$ cat src/rtl/blake2_msg_feeder_if.sv
// Stream, core byte-load and digest signals of the BLAKE2 message feeder.
// The feeder connects through the slave modport. The driving environment uses the master modport.
interface blake2_msg_feeder_if #(
  parameter int W  = 32,
  parameter int BB = 64
);
  localparam int KW = $clog2(W + 1);
  localparam int IW = $clog2(BB);

  logic              start_i;
  logic [KW-1:0]     kk_i;
  logic [KW-1:0]     nn_i;
  logic              empty_i;
  logic              s_v_i;
  logic [7:0]        s_data_i;
  logic              s_last_i;
  logic              s_ready_o;
  logic              core_ready_i;
  logic              core_data_v_o;
  logic [IW-1:0]     core_data_idx_o;
  logic [7:0]        core_data_o;
  logic              core_block_first_o;
  logic              core_block_last_o;
  logic [KW-1:0]     core_kk_o;
  logic [KW-1:0]     core_nn_o;
  logic [2*W-1:0]    core_ll_o;
  logic              core_h_v_i;
  logic [7:0]        core_h_i;
  logic              dig_v_o;
  logic [7:0]        dig_o;
  logic              dig_last_o;
  logic              busy_o;

  modport slave (
    input  start_i, kk_i, nn_i, empty_i, s_v_i, s_data_i, s_last_i,
           core_ready_i, core_h_v_i, core_h_i,
    output s_ready_o, core_data_v_o, core_data_idx_o, core_data_o,
           core_block_first_o, core_block_last_o, core_kk_o, core_nn_o,
           core_ll_o, dig_v_o, dig_o, dig_last_o, busy_o
  );

  modport master (
    output start_i, kk_i, nn_i, empty_i, s_v_i, s_data_i, s_last_i,
           core_ready_i, core_h_v_i, core_h_i,
    input  s_ready_o, core_data_v_o, core_data_idx_o, core_data_o,
           core_block_first_o, core_block_last_o, core_kk_o, core_nn_o,
           core_ll_o, dig_v_o, dig_o, dig_last_o, busy_o
  );
endinterface

$ cat src/rtl/blake2_msg_feeder.sv
// BLAKE2 byte-stream front end. It blocks the key and the message into zero-padded BB-byte blocks
// for the core, then returns the core's serial digest with the lead-in beat removed.
module blake2_msg_feeder #(
  parameter int W  = 32,
  parameter int BB = 64
) (
  input logic               clk,
  input logic               nreset,
  blake2_msg_feeder_if.slave bus
);
  localparam int KW = $clog2(W + 1);
  localparam int IW = $clog2(BB);
  localparam int LW = 2 * W;
  localparam int CW = ((KW > IW) ? KW : IW) + 1;

  localparam logic [2:0] IDLE     = 3'd0;
  localparam logic [2:0] KEY      = 3'd1;
  localparam logic [2:0] MSG      = 3'd2;
  localparam logic [2:0] PAD      = 3'd3;
  localparam logic [2:0] WAIT_RES = 3'd4;
  localparam logic [2:0] RES      = 3'd5;

  localparam logic [IW-1:0] IDX_LAST = IW'(BB - 1);

  logic [2:0]    state_q, state_d;
  logic [IW-1:0] idx_q, idx_d;
  logic          first_q, first_d;
  logic          last_q, last_d;
  logic          empty_q, empty_d;
  logic [KW-1:0] kk_q, kk_d;
  logic [KW-1:0] nn_q, nn_d;
  logic [LW-1:0] ll_q, ll_d;
  logic [KW-1:0] dig_cnt_q, dig_cnt_d;
  logic          dig_v_q, dig_v_d;
  logic [7:0]    dig_q, dig_d;
  logic          dig_last_q, dig_last_d;

  logic          s_ready_s;
  logic          core_v_s;
  logic [7:0]    core_data_s;
  logic          blk_end_s;
  logic          key_last_s;

  // Datapath to the core: stream bytes pass straight through, and PAD issues zeros.
  always_comb begin
    s_ready_s   = ((state_q == KEY) || (state_q == MSG)) && bus.core_ready_i;
    core_v_s    = 1'b0;
    core_data_s = 8'h00;
    case (state_q)
      KEY, MSG: begin
        core_v_s    = bus.s_v_i && s_ready_s;
        core_data_s = bus.s_data_i;
      end
      PAD: begin
        core_v_s    = bus.core_ready_i;
        core_data_s = 8'h00;
      end
      default: begin
        core_v_s    = 1'b0;
        core_data_s = 8'h00;
      end
    endcase
    blk_end_s  = core_v_s && (idx_q == IDX_LAST);
    // Key bytes always start at index 0, so the block index doubles as the key byte counter.
    key_last_s = ((CW'(idx_q) + CW'(1)) == CW'(kk_q));
  end

  // Next-state logic for the control FSM, block position, length and digest capture.
  always_comb begin
    state_d    = state_q;
    idx_d      = idx_q;
    first_d    = first_q;
    last_d     = last_q;
    empty_d    = empty_q;
    kk_d       = kk_q;
    nn_d       = nn_q;
    ll_d       = ll_q;
    dig_cnt_d  = dig_cnt_q;
    dig_v_d    = 1'b0;
    dig_d      = dig_q;
    dig_last_d = 1'b0;

    if (core_v_s) begin
      idx_d = blk_end_s ? {IW{1'b0}} : (idx_q + IW'(1));
      if (blk_end_s) begin
        first_d = 1'b0;
      end else begin
        first_d = first_q;
      end
    end else begin
      idx_d = idx_q;
    end

    case (state_q)
      IDLE: begin
        if (bus.start_i) begin
          kk_d      = bus.kk_i;
          nn_d      = bus.nn_i;
          empty_d   = bus.empty_i;
          idx_d     = {IW{1'b0}};
          first_d   = 1'b1;
          last_d    = 1'b0;
          dig_cnt_d = {KW{1'b0}};
          ll_d      = (bus.kk_i != KW'(0)) ? LW'(BB) : {LW{1'b0}};
          if (bus.kk_i != KW'(0)) begin
            state_d = KEY;
            last_d  = bus.empty_i;
          end else if (bus.empty_i) begin
            state_d = PAD;
            last_d  = 1'b1;
          end else begin
            state_d = MSG;
          end
        end else begin
          state_d = IDLE;
        end
      end
      KEY: begin
        if (core_v_s && key_last_s) begin
          if (blk_end_s) begin
            state_d = empty_q ? WAIT_RES : MSG;
          end else begin
            state_d = PAD;
          end
        end else begin
          state_d = KEY;
        end
      end
      MSG: begin
        if (core_v_s) begin
          ll_d = ll_q + LW'(1);
          if (bus.s_last_i) begin
            last_d  = 1'b1;
            state_d = blk_end_s ? WAIT_RES : PAD;
          end else begin
            state_d = MSG;
          end
        end else begin
          state_d = MSG;
        end
      end
      PAD: begin
        if (blk_end_s) begin
          state_d = last_q ? WAIT_RES : MSG;
        end else begin
          state_d = PAD;
        end
      end
      WAIT_RES: begin
        if (bus.core_h_v_i) begin
          state_d   = RES;
          dig_cnt_d = {KW{1'b0}};
        end else begin
          state_d = WAIT_RES;
        end
      end
      RES: begin
        if (bus.core_h_v_i) begin
          dig_v_d   = 1'b1;
          dig_d     = bus.core_h_i;
          dig_cnt_d = dig_cnt_q + KW'(1);
          if (dig_cnt_q == (nn_q - KW'(1))) begin
            dig_last_d = 1'b1;
            state_d    = IDLE;
          end else begin
            state_d = RES;
          end
        end else begin
          state_d = RES;
        end
      end
      default: begin
        state_d = IDLE;
      end
    endcase
  end

  // State registers with synchronous active-low reset.
  always_ff @(posedge clk) begin
    if (!nreset) begin
      state_q    <= IDLE;
      idx_q      <= {IW{1'b0}};
      first_q    <= 1'b0;
      last_q     <= 1'b0;
      empty_q    <= 1'b0;
      kk_q       <= {KW{1'b0}};
      nn_q       <= {KW{1'b0}};
      ll_q       <= {LW{1'b0}};
      dig_cnt_q  <= {KW{1'b0}};
      dig_v_q    <= 1'b0;
      dig_q      <= 8'h00;
      dig_last_q <= 1'b0;
    end else begin
      state_q    <= state_d;
      idx_q      <= idx_d;
      first_q    <= first_d;
      last_q     <= last_d;
      empty_q    <= empty_d;
      kk_q       <= kk_d;
      nn_q       <= nn_d;
      ll_q       <= ll_d;
      dig_cnt_q  <= dig_cnt_d;
      dig_v_q    <= dig_v_d;
      dig_q      <= dig_d;
      dig_last_q <= dig_last_d;
    end
  end

  assign bus.s_ready_o          = s_ready_s;
  assign bus.core_data_v_o      = core_v_s;
  assign bus.core_data_idx_o    = idx_q;
  assign bus.core_data_o        = core_data_s;
  assign bus.core_block_first_o = first_q;
  // The final byte's own s_last makes the flag valid on byte BB-1 before last_q is set.
  assign bus.core_block_last_o  = last_q || ((state_q == MSG) && bus.s_v_i && bus.s_last_i);
  assign bus.core_kk_o          = kk_q;
  assign bus.core_nn_o          = nn_q;
  assign bus.core_ll_o          = ll_q;
  assign bus.dig_v_o            = dig_v_q;
  assign bus.dig_o              = dig_q;
  assign bus.dig_last_o         = dig_last_q;
  assign bus.busy_o             = (state_q != IDLE);
endmodule

$ cat src/flat_wrapper.sv
// flat-port wrapper written by rule: the top's interface ports become plain ports
module blake2_msg_feeder_flat 
#(
  parameter int W  = 32,
  parameter int BB = 64
)
  (clk, nreset, bus_start_i, bus_kk_i, bus_nn_i, bus_empty_i, bus_s_v_i, bus_s_data_i, bus_s_last_i, bus_core_ready_i, bus_core_h_v_i, bus_core_h_i, bus_s_ready_o, bus_core_data_v_o, bus_core_data_idx_o, bus_core_data_o, bus_core_block_first_o, bus_core_block_last_o, bus_core_kk_o, bus_core_nn_o, bus_core_ll_o, bus_dig_v_o, bus_dig_o, bus_dig_last_o, bus_busy_o);
  blake2_msg_feeder_if #(.W(W), .BB(BB)) bus_i ();
  input logic clk;
  input logic nreset;
  input wire logic [$bits(bus_i.start_i)-1:0] bus_start_i;
  input wire logic [$bits(bus_i.kk_i)-1:0] bus_kk_i;
  input wire logic [$bits(bus_i.nn_i)-1:0] bus_nn_i;
  input wire logic [$bits(bus_i.empty_i)-1:0] bus_empty_i;
  input wire logic [$bits(bus_i.s_v_i)-1:0] bus_s_v_i;
  input wire logic [$bits(bus_i.s_data_i)-1:0] bus_s_data_i;
  input wire logic [$bits(bus_i.s_last_i)-1:0] bus_s_last_i;
  input wire logic [$bits(bus_i.core_ready_i)-1:0] bus_core_ready_i;
  input wire logic [$bits(bus_i.core_h_v_i)-1:0] bus_core_h_v_i;
  input wire logic [$bits(bus_i.core_h_i)-1:0] bus_core_h_i;
  output wire logic [$bits(bus_i.s_ready_o)-1:0] bus_s_ready_o;
  output wire logic [$bits(bus_i.core_data_v_o)-1:0] bus_core_data_v_o;
  output wire logic [$bits(bus_i.core_data_idx_o)-1:0] bus_core_data_idx_o;
  output wire logic [$bits(bus_i.core_data_o)-1:0] bus_core_data_o;
  output wire logic [$bits(bus_i.core_block_first_o)-1:0] bus_core_block_first_o;
  output wire logic [$bits(bus_i.core_block_last_o)-1:0] bus_core_block_last_o;
  output wire logic [$bits(bus_i.core_kk_o)-1:0] bus_core_kk_o;
  output wire logic [$bits(bus_i.core_nn_o)-1:0] bus_core_nn_o;
  output wire logic [$bits(bus_i.core_ll_o)-1:0] bus_core_ll_o;
  output wire logic [$bits(bus_i.dig_v_o)-1:0] bus_dig_v_o;
  output wire logic [$bits(bus_i.dig_o)-1:0] bus_dig_o;
  output wire logic [$bits(bus_i.dig_last_o)-1:0] bus_dig_last_o;
  output wire logic [$bits(bus_i.busy_o)-1:0] bus_busy_o;
  assign bus_i.start_i = bus_start_i;
  assign bus_i.kk_i = bus_kk_i;
  assign bus_i.nn_i = bus_nn_i;
  assign bus_i.empty_i = bus_empty_i;
  assign bus_i.s_v_i = bus_s_v_i;
  assign bus_i.s_data_i = bus_s_data_i;
  assign bus_i.s_last_i = bus_s_last_i;
  assign bus_i.core_ready_i = bus_core_ready_i;
  assign bus_i.core_h_v_i = bus_core_h_v_i;
  assign bus_i.core_h_i = bus_core_h_i;
  assign bus_s_ready_o = bus_i.s_ready_o;
  assign bus_core_data_v_o = bus_i.core_data_v_o;
  assign bus_core_data_idx_o = bus_i.core_data_idx_o;
  assign bus_core_data_o = bus_i.core_data_o;
  assign bus_core_block_first_o = bus_i.core_block_first_o;
  assign bus_core_block_last_o = bus_i.core_block_last_o;
  assign bus_core_kk_o = bus_i.core_kk_o;
  assign bus_core_nn_o = bus_i.core_nn_o;
  assign bus_core_ll_o = bus_i.core_ll_o;
  assign bus_dig_v_o = bus_i.dig_v_o;
  assign bus_dig_o = bus_i.dig_o;
  assign bus_dig_last_o = bus_i.dig_last_o;
  assign bus_busy_o = bus_i.busy_o;
  blake2_msg_feeder #(.W(W), .BB(BB)) u_core (.clk(clk), .nreset(nreset), .bus(bus_i));
endmodule
$ cat config.mk
export PLATFORM = sky130hd
export DESIGN_NAME = blake2_msg_feeder_flat
export DESIGN_NICKNAME = d
export VERILOG_FILES = /design/src/rtl/blake2_msg_feeder_if.sv /design/src/rtl/blake2_msg_feeder.sv /design/src/flat_wrapper.sv
export SDC_FILE = /design/constraint.sdc
export NUM_CORES = 1
export LEC_CHECK = 0
export CELL_PAD_IN_SITES_DETAIL_PLACEMENT = 0
export CELL_PAD_IN_SITES_GLOBAL_PLACEMENT = 2
export CORE_MARGIN = 2
export CORE_UTILIZATION = 27
export CTS_BUF_LIST = sky130_fd_sc_hd__clkbuf_16
export DETAILED_ROUTE_END_ITERATION = 8
export PLACE_DENSITY_LB_ADDON = 0.1
export SLEW_MARGIN = 5
export SYNTH_ARGS = -nofsm -noshare
export SYNTH_HDL_FRONTEND = slang
export SYNTH_SLANG_ARGS = --single-unit
$ cat constraint.sdc
create_clock -name clk -period 3 [get_ports clk]
set_input_delay 0.3 -clock clk [delete_from_list [all_inputs] [get_ports clk]]
set_output_delay 0.3 -clock clk [all_outputs]
set_load 0.03 [all_outputs]
## After elaboration in Yosys (flattened, before gate mapping)

Cells that the tools add are included.

| operators by class | value |
|---|---|
| reductions and logical operators | 21 |
| div/mod/pow operators | 0 |
| shift operators | 0 |
| bitwise gates (word level) | 0 |
| $mul | 0 |
| order comparisons | 0 |
| equality and inequality tests | 13 |
| muxes and demuxes | 41 |
| $add $sub $neg | 5 |

Operators by type and width:

| kind | count |
|---|---|
| 64-bit two-way mux | 2 |
| 64-bit case mux with 2 select lines | 1 |
| 64-bit by 1-bit adder with 64-bit output, second input constant | 1 |
| 6-bit two-way mux | 7 |
| 3-bit two-way mux | 12 |
| 3-bit case mux with 6 select lines | 1 |
| 6-bit case mux with 3 select lines | 1 |
| 1-bit two-way mux | 13 |
| 6-bit by 1-bit adder with 6-bit output, second input constant | 2 |
| 8-bit two-way mux | 1 |
| 2-bit != test, second input constant | 4 |
| 4-bit AND reduction | 2 |
| 6-bit by 1-bit adder with 7-bit output, second input constant | 1 |
| 7-bit by 6-bit equality test with 1-bit output | 1 |
| 7-bit two-way mux | 1 |
| 3-bit by 2-bit equality test with 1-bit output, second input constant | 2 |
| 3-bit equality test, second input constant | 2 |
| 6-bit equality test | 1 |
| 6-bit equality test, second input constant | 1 |
| 1-bit logical AND | 6 |
| 2-bit AND reduction | 3 |
| 3-bit AND reduction | 2 |
| 3-bit nonzero test | 2 |
| 6-bit nonzero test | 1 |
| other kinds (8) | 10 |

| word-level totals | value |
|---|---|
| input port bits | 36 |
| memories | 0 |
| bits in read-only memories | 0 |
| output and inout bits | 105 |
| bits in latches | 0 |
| register bits | 104 |
| word-level logic and storage cells | 92 |
| bits in writable memories | 0 |

## Depth between registers and ports, before layout

| depth | value |
|---|---|
| word-level depth | 10 |
| mapped depth | 9 |
| gate-level depth less buffers | 7 |

## Least setup slack after synthesis

No wires, ideal clock.

| path | value |
|---|---|
| path kind | register to register |
| from | register u_core.ll_q[8], in the netlist u_core.bus.core_ll_o[8] |
| to | register u_core.ll_q[59], in the netlist u_core.bus.core_ll_o[59] |
| clock period less this slack | 2.866 ns |
| slack | 0.134 ns |
| buffers on the path | 4 |
| setup time | 0.132 ns |
| data arrival time | 2.734 ns |
| stages on the path, launching flop included | 10 |
| required time | 2.868 ns |
| cell sequence | dfxtp_1 > nand4_4 > or4_4 > buf_6 > or4_4 > buf_6 > clkbuf_1 > buf_2 > o31ai_1 > a21oi_1 |

| between the ends | value |
|---|---|
| longest elaborated chain between the ends | 3 |

RTL lines:

| item | RTL line | RTL |
|---|---|---|
| start, declared | blake2_msg_feeder.sv:32 | `logic [LW-1:0] ll_q, ll_d;` |
| start signal, assigned | blake2_msg_feeder.sv:188 | `ll_q <= {LW{1'b0}};` |
| start signal, assigned | blake2_msg_feeder.sv:201 | `ll_q <= ll_d;` |
| 64-bit by 1-bit adder with 64-bit output | blake2_msg_feeder.sv:131 | `ll_d = ll_q + LW'(1);` |
| 64-bit two-way mux | blake2_msg_feeder.sv:130 | `if (core_v_s) begin` |
| 64-bit case mux with 2 select lines | blake2_msg_feeder.sv:94 | `case (state_q)` |

No other way between the ends. The select of a mux whose other input is x is not followed.
A chain may end at the register's enable or synchronous reset.

## Final worst setup path

| path | value |
|---|---|
| from | register u_core.ll_q[5], in the netlist u_core.bus.core_ll_o[5] |
| to | register u_core.ll_q[59], in the netlist u_core.bus.core_ll_o[59] |

Same word-level chain as after synthesis.

==> results.py <==
metrics = {
    "hold_path": {
        "hold_depth": 2,
        "min_to": "u_core.bus.dig_o[5]",
        "hp-start": "u_core.bus.dig_o[5]",
        "hold_path.class": "reg -> reg",
    },
    "placed_design": {
        "port_buffers": 140,
        "placed_area_um2": 6829,
        "dp_hpwl_um": 11690,
        "place_ws_ns": 0.1788,
        "place_congestion": 0.7759,
    },
    "clock_network": {
        "postCtsSetupRepairBufs": 0,
        "clock_path_buffers": 2,
        "h-tree-depth": 3,
        "numCtsBuffers": 9,
        "clock-sinks": 103,
        "cts_tree": "yes",
        "path_clk_slew_ns": 0.07,
        "ctsResizeCount": 0,
        "cts_root_buf": "clkbuf_16",
        "cts_hold_buf": 0,
        "clk_latency_ns": 0.35,
    },
    "worst_setup_path": {
        "cp-end-kind": "flop",
        "path_max_fanout": 43,
        "cp_common_cell": "or4_4",
        "slowest_delay_ns": 0.76,
        "r2r_start": "u_core.bus.core_ll_o[5]",
        "critical_path_arrival_ns": 3.10,
        "startpoint_type": "flop",
        "r2r_end": "u_core.bus.core_ll_o[59]",
        "required_ns": 3.28,
        "path_cells": "nand4_4, or4_4, or4_4, or4_1, a21oi_1",
        "cp_slowest_cell": "or4_4",
        "rr_worst_depth": 5,
        "startpoint": "u_core.bus.core_ll_o[5]",
        "path_class": "reg -> reg",
        "ff2ff_setup_slack_ns": 0.18,
    },
    "global_routing": {
        "grt-ovfl-total": 0,
        "grt_max_degree": 48,
        "antenna_found_initial": 0,
        "grt_use_total_pct": 15.46,
        "grt_pass1_wl_um": 24810,
        "grt_pass1_vias": 4747,
    },
    "sta": {
        "setup-violations-final": 0,
        "drv_slew": 0,
        "rsz0062_at_grt": "no",
        "layout_setup_ws_ns": 0.1815,
        "final_hold_viol_count": 0,
        "max_freq_mhz": 354.8,
        "fin_tns_setup_ns": 0,
        "finalCritPeriodShare_pct": 93.95,
        "worstMarginPinSlew_ns": 0.6181,
        "holdWs_ns": 0.4601,
        "slew_headroom_pct": 58.52,
        "clock_skew_ns": 0.007738,
        "fin_crit_ns": 2.819,
    },
    "synth": {
        "synth-seq-cells": 103,
        "synth-edff-count": 0,
        "synth_top_area_cell": "dfxtp_1",
        "synthTopCellsByCount": "dfxtp_1, nand2_1, a21oi_1",
        "syn_area_um2": 5117,
        "synth.most_common_cell": "dfxtp_1",
        "syn_inst": 639,
        "ys_warn_count": 0,
        "ys_async_sr_fraction_pct": 0,
        "yosysTopAreaCellShare_pct": 40.29,
        "synth.distinct_cells": 49,
        "synth_seq_area_share_pct": 40.29,
        "synth.area.top_cells": "dfxtp_1, a21oi_1, nand2_1, xnor2_1, nor2_1",
        "syn_area_per_cell_um2": 8.008,
        "syn_nets": 679,
        "synth-main-ff-cell": "dfxtp_1",
    },
    "floorplanning": {
        "die_area_um2": 20070,
        "initial_core_util_pct": 27.45,
        "coreArea_um2": 18640,
        "io_pins": 141,
        "die_h_um": 141.7,
        "rows": 50,
        "die_w_um": 141.7,
    },
    "job": {
        "maxCapViolations": 0,
    },
    "drt": {
        "final_antenna_net_count": 0,
        "vias_per_cell": 5.015,
        "drt-initial-drc-count": 266,
        "drt_pass1_iterations": 6,
        "vias": 5095,
        "drc": 0,
        "wl_per_cell_um": 15.51,
        "routed_wl_um": 15760,
    },
    "pwr": {
        "leakagePower_nw": 2.241,
        "cellPowerDensity_nw_per_um2": 418.0,
        "vdd_drop_max_mv": 0.2717,
    },
    "finish": {
        "n_antenna_cell": 0,
        "num-nets-final": 817,
        "fin_util_pct": 38.32,
        "drive_above_1_share_pct": 6.266,
        "regArea_um2": 2062,
        "multiInputGateArea_um2": 2858,
        "final_area_um2": 7143,
        "fillerInstances": 1929,
        "syn2layout_area_growth_pct": 39.58,
    },
    "status": {
        "status": "finished, final reports clean",
    },
}
==> metal layers <==
layer | up-vias | part of all wire (%) | track usage [%] | wire length, um
met5 | - | 0 | 0 | 0
met4 | 0 | 1.4 | 4.895 | 216
met3 | 15 | 5.1 | 3.476 | 799
met2 | 104 | 49 | 26.95 | 7798
met1 | 2381 | 44 | 18.95 | 6948
li1 | 2595 | - | - | -
==> critical path: cells and delay by family, from the launching register on <==
family | cells | cell delay [ns]
AO/OA/AOI/OAI | 1 | 0.16
flip-flops | 1 | 0.49
AND/OR/NAND/NOR | 4 | 2.09
==> placed cells by master (no fill, tap or decap), types with 2 or more instances in the layout <==
| cell type | n |
|---|---|
| a211oi_1 | 2 |
| a21oi_1 | 69 |
| a31o_2 | 2 |
| and2_1 | 12 |
| and3_1 | 13 |
| and4_1 | 3 |
| buf_4 | 19 |
| bufinv_16 | 2 |
| clkbuf_16 | 9 |
| clkdlybuf4s50_1 | 140 |
| clkinv_1 | 3 |
| dfxtp_1 | 103 |
| ha_1 | 4 |
| inv_1 | 13 |
| mux2_2 | 2 |
| nand2_1 | 83 |
| nand3_1 | 22 |
| nand3b_1 | 3 |
| nand4_1 | 22 |
| nor2_1 | 57 |
| nor2b_1 | 3 |
| nor3_1 | 13 |
| nor3b_1 | 5 |
| nor4_1 | 11 |
| o21ai_0 | 22 |
| o21ai_1 | 2 |
| o31ai_1 | 28 |
| or2_2 | 3 |
| or3_1 | 16 |
| or4_1 | 27 |
| or4_4 | 2 |
| or4b_2 | 2 |
| xnor2_1 | 31 |
| xor2_1 | 14 |
==> per-stage QoR <==
step	total power, W	std cells
after floorplan	0.001601	639
after CTS	0.003045	1016
after global routing	0.003122	1016
after global placement	0.001749	1000
final	0.002986	1016
after detailed placement	0.001752	1000
==> power by group <==
group / internal [W] / switching (W)
logic: 0.000139 / 0.000170
registers: 0.00138 / 0.0000221
clock network: 0.000726 / 0.000545
==> worst max path at each step <==
stage                                     endpoint  slack (ns)  cells past startpoint
after global routing      u_core.bus.core_ll_o[59]        0.02                      5
after global placement    u_core.bus.core_ll_o[59]        0.26                      5
after CTS                 u_core.bus.core_ll_o[59]        0.17                      5
after detailed placement  u_core.bus.core_ll_o[59]        0.18                      5
final                     u_core.bus.core_ll_o[59]        0.18                      5
after floorplan           u_core.bus.core_ll_o[59]        0.13                      9
==> final cells by class <==
type,count,share of cell area [%]
Clock inverter,7,1.244
Multi-Input combinational cell,489,40.01
Sequential cell,103,28.87
Inverter,14,0.7357
Timing Repair Buffer,160,21.90
Clock buffer,9,3.153
Tap cell,234,4.099
==> sequential cells by signal, summed over array words and instances (netlist names) <==
name / count
u_core.bus.dig_o: 8
u_core.bus.dig_v_o: 1
u_core.bus.dig_last_o: 1
u_core.dig_cnt_q: 6
u_core.bus.core_block_first_o: 1
u_core.bus.core_data_idx_o: 6
u_core.bus.core_nn_o: 6
u_core.bus.core_kk_o: 6
u_core.last_q: 1
u_core.bus.core_ll_o: 64
u_core.state_q: 3
==> cells by family (layout without fill, tap and decap cells) <==
| logic type | count (synthesis) | in the layout | synth area share [%] |
|---|---|---|---|
| and+or+nand+nor | 301 | 301 | 30.78 |
| AOI/OAI and AO/OA | 135 | 135 | 15.50 |
| DFF | 103 | 103 | 40.29 |
| buffers and inverters | 47 | 190 | 3.912 |
| xor gates and xnor gates | 45 | 45 | 7.702 |
| adders and majority gates | 5 | 5 | 1.174 |
| muxes | 3 | 3 | 0.6357 |
(Power assumes the default switching activity.)
